File: src/rtl/iir_mac_scheduler.sv
// Round-robin scheduler sharing one 4x4 signed multiplier and adder across NCH first-order IIR channels.
// Optional build macro IIR_SAT_EN: saturate the product and the sum to [-8,7] instead of wrapping.
module iir_mac_scheduler #(
  parameter int NCH = 4
) (
  input  logic             clk,
  input  logic             rst,
  input  logic [NCH-1:0]   req_valid,
  output logic [NCH-1:0]   req_ready,
  input  logic [4*NCH-1:0] x_in,
  input  logic             cfg_we,
  input  logic [2:0]       cfg_ch,
  input  logic [3:0]       cfg_a,
  output logic             out_valid,
  output logic [2:0]       out_ch,
  output logic [3:0]       out_y,
  output logic             busy
);

  typedef enum logic [1:0] {S_IDLE, S_GRANT, S_MUL, S_ACC} state_t;

  state_t            state_q, state_d;
  logic [2:0]        rr_q, rr_d;
  logic [2:0]        g_q, g_d;
  logic [3:0]        x_q, x_d;
  logic signed [3:0] coef_cur_q, coef_cur_d;
  logic signed [7:0] p_q, p_d;
  logic [3:0]        y_hold_q, y_hold_d;
  logic [2:0]        ch_hold_q, ch_hold_d;

  // Banks are sized for the 8-channel maximum so a 3-bit index is always exact;
  // entries at or above NCH are never written and stay at their reset value.
  logic signed [3:0] coef_q [8];
  logic signed [3:0] coef_d [8];
  logic signed [3:0] ystate_q [8];
  logic signed [3:0] ystate_d [8];

  logic [7:0]        valid_pad;
  logic [31:0]       x_pad;
  logic [3:0]        cand;
  logic [2:0]        gsel;
  logic              found;
  logic [3:0]        sum;
  logic signed [3:0] ycur;

  assign valid_pad = 8'(req_valid);
  assign x_pad     = 32'(x_in);
  assign ycur      = ystate_q[g_q];

  // Round-robin search starting at rr_q, wrapping at NCH.
  always_comb begin
    found = 1'b0;
    gsel  = 3'd0;
    cand  = 4'd0;
    for (int k = 0; k < NCH; k++) begin
      cand = {1'b0, rr_q} + 4'(k);
      if (cand >= 4'(NCH)) cand = cand - 4'(NCH);
      if (!found && valid_pad[cand[2:0]]) begin
        found = 1'b1;
        gsel  = cand[2:0];
      end
    end
  end

`ifdef IIR_SAT_EN
  logic signed [3:0] p_sat;
  logic signed [4:0] s5;
  always_comb begin
    if (p_q > 8'sd7)       p_sat = 4'b0111;
    else if (p_q < -8'sd8) p_sat = 4'b1000;
    else                   p_sat = p_q[3:0];
    s5 = {x_q[3], x_q} + {p_sat[3], p_sat};
    if (s5 > 5'sd7)        sum = 4'b0111;
    else if (s5 < -5'sd8)  sum = 4'b1000;
    else                   sum = s5[3:0];
  end
`else
  logic unused_p_hi;
  assign unused_p_hi = ^p_q[7:4];
  always_comb begin
    sum = x_q + p_q[3:0];
  end
`endif

  // FSM state register and datapath flops
  always_ff @(posedge clk or posedge rst) begin
    if (rst) begin
      state_q    <= S_IDLE;
      rr_q       <= 3'd0;
      g_q        <= 3'd0;
      x_q        <= 4'd0;
      coef_cur_q <= 4'sd0;
      p_q        <= 8'sd0;
      y_hold_q   <= 4'd0;
      ch_hold_q  <= 3'd0;
      for (int i = 0; i < 8; i++) begin
        coef_q[i]   <= 4'sd0;
        ystate_q[i] <= 4'sd0;
      end
    end else begin
      state_q    <= state_d;
      rr_q       <= rr_d;
      g_q        <= g_d;
      x_q        <= x_d;
      coef_cur_q <= coef_cur_d;
      p_q        <= p_d;
      y_hold_q   <= y_hold_d;
      ch_hold_q  <= ch_hold_d;
      for (int i = 0; i < 8; i++) begin
        coef_q[i]   <= coef_d[i];
        ystate_q[i] <= ystate_d[i];
      end
    end
  end

  // Next-state logic
  always_comb begin
    state_d = state_q;
    case (state_q)
      S_IDLE:  if (|req_valid) state_d = S_GRANT;
      S_GRANT: state_d = found ? S_MUL : S_IDLE;
      S_MUL:   state_d = S_ACC;
      S_ACC:   state_d = S_IDLE;
      default: state_d = S_IDLE;
    endcase
  end

  always_comb begin
    rr_d       = rr_q;
    g_d        = g_q;
    x_d        = x_q;
    coef_cur_d = coef_cur_q;
    p_d        = p_q;
    y_hold_d   = y_hold_q;
    ch_hold_d  = ch_hold_q;
    for (int i = 0; i < 8; i++) begin
      coef_d[i]   = coef_q[i];
      ystate_d[i] = ystate_q[i];
      if (cfg_we && ({1'b0, cfg_ch} < 4'(NCH)) && (cfg_ch == 3'(i))) coef_d[i] = cfg_a;
    end
    case (state_q)
      S_GRANT: if (found) begin
        g_d  = gsel;
        x_d  = x_pad[{gsel, 2'b00} +: 4];
        rr_d = (gsel == 3'(NCH - 1)) ? 3'd0 : gsel + 3'd1;
        // A write landing on the same edge must reach this multiply, so forward it.
        coef_cur_d = (cfg_we && (cfg_ch == gsel)) ? cfg_a : coef_q[gsel];
      end
      S_MUL: p_d = {{4{coef_cur_q[3]}}, coef_cur_q} * {{4{ycur[3]}}, ycur};
      S_ACC: begin
        ystate_d[g_q] = sum;
        y_hold_d      = sum;
        ch_hold_d     = g_q;
      end
      default: ;
    endcase
  end

  // Output logic
  always_comb begin
    for (int i = 0; i < NCH; i++) begin
      req_ready[i] = (state_q == S_GRANT) && found && (gsel == 3'(i));
    end
    out_valid = (state_q == S_ACC);
    out_ch    = (state_q == S_ACC) ? g_q : ch_hold_q;
    out_y     = (state_q == S_ACC) ? sum : y_hold_q;
    busy      = (state_q != S_IDLE);
  end

endmodule

File: config.mk
export PLATFORM = sky130hd
export DESIGN_NAME = iir_mac_scheduler
export DESIGN_NICKNAME = d
export VERILOG_FILES = /design/src/rtl/iir_mac_scheduler.sv
export SDC_FILE = /design/constraint.sdc
export NUM_CORES = 1
export LEC_CHECK = 0
export ABC_AREA = 0
export CAP_MARGIN = 20
export CORE_UTILIZATION = 58
export CTS_BUF_LIST = sky130_fd_sc_hd__clkbuf_8
export DETAILED_ROUTE_END_ITERATION = 10
export PLACE_DENSITY = 0.82
export SYNTH_ARGS = -nofsm -noshare
export SYNTH_HDL_FRONTEND = slang
export SYNTH_SLANG_ARGS = --single-unit
File: constraint.sdc
create_clock -name clk -period 4.2 [get_ports clk]
set_input_delay 1.26 -clock clk [delete_from_list [all_inputs] [get_ports clk]]
set_output_delay 1.26 -clock clk [all_outputs]
set_load 0.03 [all_outputs]
### Word-level counts from Yosys, hierarchy flattened

Cells that the tools add are included.

| storage, ports and cells | value |
|---|---|
| register bits after elaboration | 91 |
| bits in latches | 0 |
| bits in writable memories | 0 |
| ROM bits | 0 |
| input port bits | 30 |
| output and inout port bits | 13 |
| logic and storage cells | 128 |
| memories kept | 0 |

| cells by class | value |
|---|---|
| add/subtract/negate cells | 9 |
| multipliers | 1 |
| div/mod/pow operators | 0 |
| order comparisons | 12 |
| eq/ne operators | 15 |
| shift operators | 1 |
| multiplexer cells | 36 |
| bitwise logic cells | 2 |
| reductions and logical operators | 28 |

Operators with widths:

| kind | count |
|---|---|
| bitwise mux 32 bit | 1 |
| variable part select 32 x 6 -> 4 bit | 1 |
| 2-to-1 mux 3 bit | 10 |
| 2-to-1 mux 4 bit | 7 |
| binary-select mux 4 bit (select 3 bit) | 2 |
| logical AND 1 bit | 19 |
| < comparator 3 x 4 -> 1 bit (second input constant) | 4 |
| binary-select mux 1 bit (select 3 bit) | 4 |
| demux 4 bit (select 3 bit) | 1 |
| equality test 3 x 2 -> 1 bit (second input constant) | 4 |
| equality test 3 bit (second input constant) | 4 |
| >= comparator 4 x 3 -> 1 bit (second input constant) | 3 |
| subtractor 3 bit (second input constant) | 4 |
| adder 3 x 2 -> 4 bit (second input constant) | 2 |
| >= comparator 4 bit (second input constant) | 2 |
| 2-to-1 mux 1 bit | 8 |
| NOT 3 -> 4 bit | 2 |
| one-hot mux 2 bit (4 select lines) | 1 |
| equality test 3 x 1 -> 1 bit (second input constant) | 2 |
| logical NOT 3 bit | 2 |
| adder 3 x 1 -> 4 bit (second input constant) | 1 |
| adder 4 bit | 1 |
| equality test 2 bit (second input constant) | 2 |
| < comparator 4 x 1 -> 1 bit (second input constant) | 1 |
| other kinds (13) | 16 |

### Longest topological paths before layout

Gate-level depths: netlist (run 1).

| logic depth | value |
|---|---|
| depth after elaboration | 19 |
| mapped depth | 14 |
| gate-level depth less buffers | 12 |

### Worst setup path before layout (run 1)

OpenSTA, ideal clock, no wires.

| timing path | value |
|---|---|
| kind | input to output |
| start | input req_valid[3] |
| end | output req_ready[2] |
| arrival | 2.905 ns |
| required time | 2.940 ns |
| slack | 0.035 ns |
| cell stages on the path | 8 |
| cells stage by stage | mux4_1 nand2_1 o211ai_1 o31a_1 buf_2 inv_1 ha_1 and2_1 |

| between the ends | value |
|---|---|
| word-level cells in the longest chain between the ends | 14 |

RTL lines:

| what | line | text |
|---|---|---|
| start: declaration | 8 | `input logic [NCH-1:0] req_valid,` |
| binary-select mux 1 bit (select 3 bit) | 58 | `if (!found && valid_pad[cand[2:0]]) begin` |
| 2-to-1 mux 1 bit (implied by the code) | 58 |  |
| 2-to-1 mux 1 bit | 58 |  |
| logical NOT 1 bit | 58 |  |
| logical AND 1 bit | 58 |  |
| 2-to-1 mux 1 bit | 58 |  |
| logical NOT 1 bit | 58 |  |
| logical AND 1 bit | 58 |  |
| 2-to-1 mux 1 bit | 58 |  |
| logical NOT 1 bit | 58 |  |
| logical AND 1 bit | 58 |  |
| 2-to-1 mux 3 bit * | 58 |  |
| net gsel[1] | 41 | `logic [2:0] gsel;` |
| equality test 3 x 2 -> 1 bit * | 162 | `req_ready[i] = (state_q == S_GRANT) && found && (gsel == 3'(i));` |
| logical AND 1 bit * | 162 |  |
| end: declaration | 9 | `output logic [NCH-1:0] req_ready,` |

Mark *: on every way through the listed nets, which the timed path passes. The rest lies on a longest branch. The select of a mux whose other input is x is not followed.

### Worst setup path after layout (run 1)

| timing path | value |
|---|---|
| start | input req_valid[0] |
| end | output req_ready[0] |

| between the ends | value |
|---|---|
| word-level cells in the longest chain between the ends | 14 |

RTL lines:

| what | line |
|---|---|
| binary-select mux 1 bit (select 3 bit) | 58 |
| 2-to-1 mux 1 bit (implied by the code) | 58 |
| 2-to-1 mux 1 bit | 58 |
| logical NOT 1 bit | 58 |
| logical AND 1 bit | 58 |
| 2-to-1 mux 1 bit | 58 |
| logical NOT 1 bit | 58 |
| logical AND 1 bit | 58 |
| 2-to-1 mux 1 bit | 58 |
| logical NOT 1 bit | 58 |
| logical AND 1 bit | 58 |
| 2-to-1 mux 3 bit / 2-to-1 mux 1 bit (equally long branches) | 58 |
| logical NOT 3 bit / logical AND 1 bit (equally long branches) | 162 |
| logical AND 1 bit * | 162 |

Mark *: on every way between the ends. The rest lies on a longest branch, timed or not. The select of a mux whose other input is x is not followed.

==> results.cfg, run 1 <==
[sta]
setup_tns_ns = -0.00348
final-max-slew-violation-count = 0
skew_ns = 0.0141
post-route-period-util = 1.00
min_period_ns = 4.20
final.setup.worst_slack_ns = -0.00348
tightestPinTransition_ns = 0.746
timing.slew.headroom = 0.499
hold_violations = 0
setup_viol_count_final = 1
clock.fmax_mhz = 238

[critical_path]
kind_of_start_point_of_the_critical_path = input port
setup.worst_path.end_class = primary output
cp_common_cell = sky130_fd_sc_hd__buf_6
crit_slowest_cell = sky130_fd_sc_hd__mux4_2
cp.buffers_inverters = 3
path_delay_family = compound AO/OA/AOI/OAI gates
worst_ep_arrival_time_ns = 2.94
cp_cell_sequence = buf_2 > mux4_2 > nand2_1 > o211ai_1 > o31a_1 > buf_6 > ha_4 > and2_4 > buf_6
critPathMaxStageDelay_ns = 0.45
cp.required_ns = 2.94
critical_path_class = in -> out
timing.critical_path.fanout_max = 3

[cells_and_area]
multi_input_area_mm2 = 0.00202
share_of_cells_above_drive_strength_1 = 0.270
final_core_utilization = 0.749
fillerInstances = 428
post-route-cell-area_mm2 = 0.00486
area_delta_synth_final_pct = 21.7
antenna-diode-count = 0
seqCellArea_mm2 = 0.00188
nets = 450

[placement]
routabilityCongestion = 0.856
dp.final_hpwl_um = 5820
detailed_place.area_mm2 = 0.00457
io_buffers = 42

[detailed_routing]
post_drt_wl_per_cell_um = 16.7
dr.pass1.iters = 4
dr_drc_count = 0
via_count = 2873
drt-vias-per-instance = 5.89
initialDrtViolationCount = 159
finalWirelength_um = 8130
route.antenna.remaining_nets = 0

[floorplan]
floorplan.rows = 29
floorplan.die_area_mm2 = 0.00723
io_pins = 43
start_util = 0.615
fp.dieW_um = 85.0
placeableCoreArea_mm2 = 0.00649
die_y_um = 85.0

[synthesis]
dominantRegCellSynth = sky130_fd_sc_hd__dfrtp_1
ys_async_sr_fraction = 1.00
combinational_family_with_the_most_area_after_synthesis = multiplexers
seq_area_frac_synth = 0.470
yosysWarnings = 0
yosys.cell_types.count = 46
synth_enable_flop_cells = 0
synthesis.area_mm2 = 0.00400
synth_compound_area_frac = 0.0895
synth_simple_gate_area_frac = 0.107
syn-mean-instance-area_um2 = 11.6
mux_contribution_to_synthesized_area = 0.231
post_synth_inst_count = 345
flops_latches_synth = 75
yosys.area_share.xor_xnor = 0.0263
synth-adder-area-share = 0.0457
mappedNetlistNets = 389

[clock_tree]
htree_num_levels = 3
cts_num_sinks = 75
ctsHoldBuffers = 0
cts_tree = yes
clk_transition_reported_paths_ns = 0.08
cts_buf_count = 9
max_root_sink_buffers = 2
master_cell_of_the_clock_root_buffer = sky130_fd_sc_hd__clkbuf_8
worst_skew_pair.late_latency_ns = 0.35

[job]
timing.max_cap.violations = 0

[grt]
via_count_of_the_first_global_routing_pass = 2847
grt_remaining_overflow = 0
groute.usage.overall = 0.241
antenna_found_initial = 0
grt_pass1_wl_um = 13400
grt_max_degree = 36

[hold_path]
hp-class = reg -> reg

[status]
status = complete, but fails checks
violations = setup timing

[power_and_ir_drop]
power_leakage_nw = 2.17
p_total_w = 0.00387
pwr_density_cell_mw_per_mm2 = 795
ir_worst_vdd_mv = 0.527
## cell type report
class	instances	share of cell area
Timing Repair Buffer	66	0.127
Clock buffer	9	0.0255
Clock inverter	7	0.0170
Sequential cell	75	0.386
Inverter	12	0.00926
Tap cell	77	0.0198
Multi-Input combinational cell	242	0.416
## flip-flops by register name (all words and copies together) (netlist names), 3 cells and up, named ones only
name	flops
ch_hold_q	3
coef_q	16
coef_cur_q	4
y_hold_q	4
p_q	4
g_q	3
ystate_q	32
x_q	4
rr_q	3
## cells in the mapped netlist (2+ instances only)
library cell / number / area (µm²)
sky130_fd_sc_hd__dfrtp_1: 75 / 1880
sky130_fd_sc_hd__mux2_2: 41 / 462
sky130_fd_sc_hd__nor2_1: 29 / 109
sky130_fd_sc_hd__nand2_1: 26 / 97.6
sky130_fd_sc_hd__o21ai_0: 20 / 100
sky130_fd_sc_hd__a21oi_1: 16 / 80.1
sky130_fd_sc_hd__ha_1: 13 / 163
sky130_fd_sc_hd__inv_1: 11 / 41.3
sky130_fd_sc_hd__clkbuf_1: 10 / 37.5
sky130_fd_sc_hd__mux2i_1: 10 / 100
sky130_fd_sc_hd__xnor2_1: 10 / 87.6
sky130_fd_sc_hd__mux4_2: 9 / 203
sky130_fd_sc_hd__nor2b_1: 9 / 56.3
sky130_fd_sc_hd__mux4_1: 6 / 158
sky130_fd_sc_hd__nand2b_1: 6 / 37.5
sky130_fd_sc_hd__nor3_1: 6 / 30.0
sky130_fd_sc_hd__a31oi_1: 5 / 31.3
sky130_fd_sc_hd__nand3_1: 5 / 25.0
sky130_fd_sc_hd__and2_1: 4 / 25.0
sky130_fd_sc_hd__buf_1: 2 / 7.51
sky130_fd_sc_hd__buf_2: 2 / 10.0
sky130_fd_sc_hd__buf_6: 2 / 22.5
sky130_fd_sc_hd__o22ai_1: 2 / 12.5
sky130_fd_sc_hd__o31a_1: 2 / 17.5
sky130_fd_sc_hd__o31ai_1: 2 / 15.0
sky130_fd_sc_hd__xor2_1: 2 / 17.5
## per-layer routing
layer / up-vias / part of all wire / wire length [µm] / global-route usage
met4: 0 / 0.019 / 152 / 0.116
li1: 1363 / - / - / -
met3: 10 / 0.060 / 491 / 0.0438
met5: - / 0 / 0 / 0
met2: 96 / 0.48 / 3900 / 0.385
met1: 1404 / 0.44 / 3590 / 0.321
## final timing paths
| path | startpoint | endpoint | slack [ns] | depth (start not counted) |
|---|---|---|---|---|
| min | ystate_q[27] | ystate_q[27] | 0.49 | 2 |
| max reg2reg | g_q[2] | p_q[3] | 0.72 | 12 |
| max | req_valid[0] | req_ready[0] | -0.003 | 9 |
| min in group asynchronous | rst | coef_q[21] | 1.34 | 2 |
| min reg2reg | ystate_q[27] | ystate_q[27] | 0.49 | 2 |
| max in group asynchronous | rst | ystate_q[4] | 2.10 | 3 |
## layout by cell type, fill, tap and decap left out, types with 2 or more instances in the layout
| cell | instances |
|---|---|
| sky130_fd_sc_hd__o22ai_1 | 2 |
| sky130_fd_sc_hd__clkdlybuf4s50_1 | 34 |
| sky130_fd_sc_hd__buf_6 | 10 |
| sky130_fd_sc_hd__dfrtp_1 | 74 |
| sky130_fd_sc_hd__xor2_1 | 2 |
| sky130_fd_sc_hd__inv_1 | 10 |
| sky130_fd_sc_hd__o21ai_0 | 20 |
| sky130_fd_sc_hd__nor2_1 | 29 |
| sky130_fd_sc_hd__buf_4 | 21 |
| sky130_fd_sc_hd__nor3_1 | 6 |
| sky130_fd_sc_hd__nand3_1 | 5 |
| sky130_fd_sc_hd__o31a_1 | 2 |
| sky130_fd_sc_hd__mux2i_1 | 10 |
| sky130_fd_sc_hd__nor2b_1 | 8 |
| sky130_fd_sc_hd__and2_1 | 2 |
| sky130_fd_sc_hd__clkinvlp_4 | 2 |
| sky130_fd_sc_hd__and2_4 | 2 |
| sky130_fd_sc_hd__inv_6 | 2 |
| sky130_fd_sc_hd__nand2_1 | 26 |
| sky130_fd_sc_hd__xnor2_1 | 10 |
| sky130_fd_sc_hd__a31oi_1 | 5 |
| sky130_fd_sc_hd__inv_2 | 2 |
| sky130_fd_sc_hd__nand2b_1 | 6 |
| sky130_fd_sc_hd__clkbuf_8 | 9 |
| sky130_fd_sc_hd__mux2_2 | 41 |
| sky130_fd_sc_hd__mux4_2 | 10 |
| sky130_fd_sc_hd__a21oi_1 | 16 |
| sky130_fd_sc_hd__mux4_1 | 5 |
| sky130_fd_sc_hd__ha_1 | 11 |
| sky130_fd_sc_hd__o31ai_1 | 2 |
## tightest hold or removal path: cells and delay by family, from the launching register on
family,cells,cell delay (ns)
flops,1,0.35
compound gates,1,0.06
simple gates,1,0.05
## kinds of logic after synthesis
family          count (synthesis)
compound gates                 58
xor+xnor                       12
fa+ha+maj                      14
buf+inv                        28
flops                          75
mux                            66
simple gates                   92
## power by group
| group | leakage, nW | internal [W] | switching, W |
|---|---|---|---|
| Clock | 0.0984 | 0.000283 | 0.000285 |
| Sequential | 0.936 | 0.000954 | 0.000160 |
| Combinational | 1.14 | 0.00106 | 0.00112 |
| Total | 2.17 | 0.00230 | 0.00157 |
## stage by stage
stage	hold WS [ns]	std cells	worst slack, ns
2_1_floorplan	0.445	345	0.0346
3_3_place_gp	0.461	467	-0.298
3_5_place_dp	0.470	467	-0.341
4_1_cts	0.490	486	0.0665
5_1_grt	0.510	488	-0.0449
6_report	0.486	488	-0.00348
## what timing repair did
action	4_1_cts	5_1_grt
buffers inserted	3	2
pin swaps	4	2
resized for setup	25	10
setup endpoints to repair	4	4
(Power assumes the default switching activity.)
==> run 2, diff against run 1 <==
- CTS_CLUSTER_SIZE: unset -> 14
==> results of run 2 <==
Same layout as run 1: the final DEF is identical, and so are final timing and power.
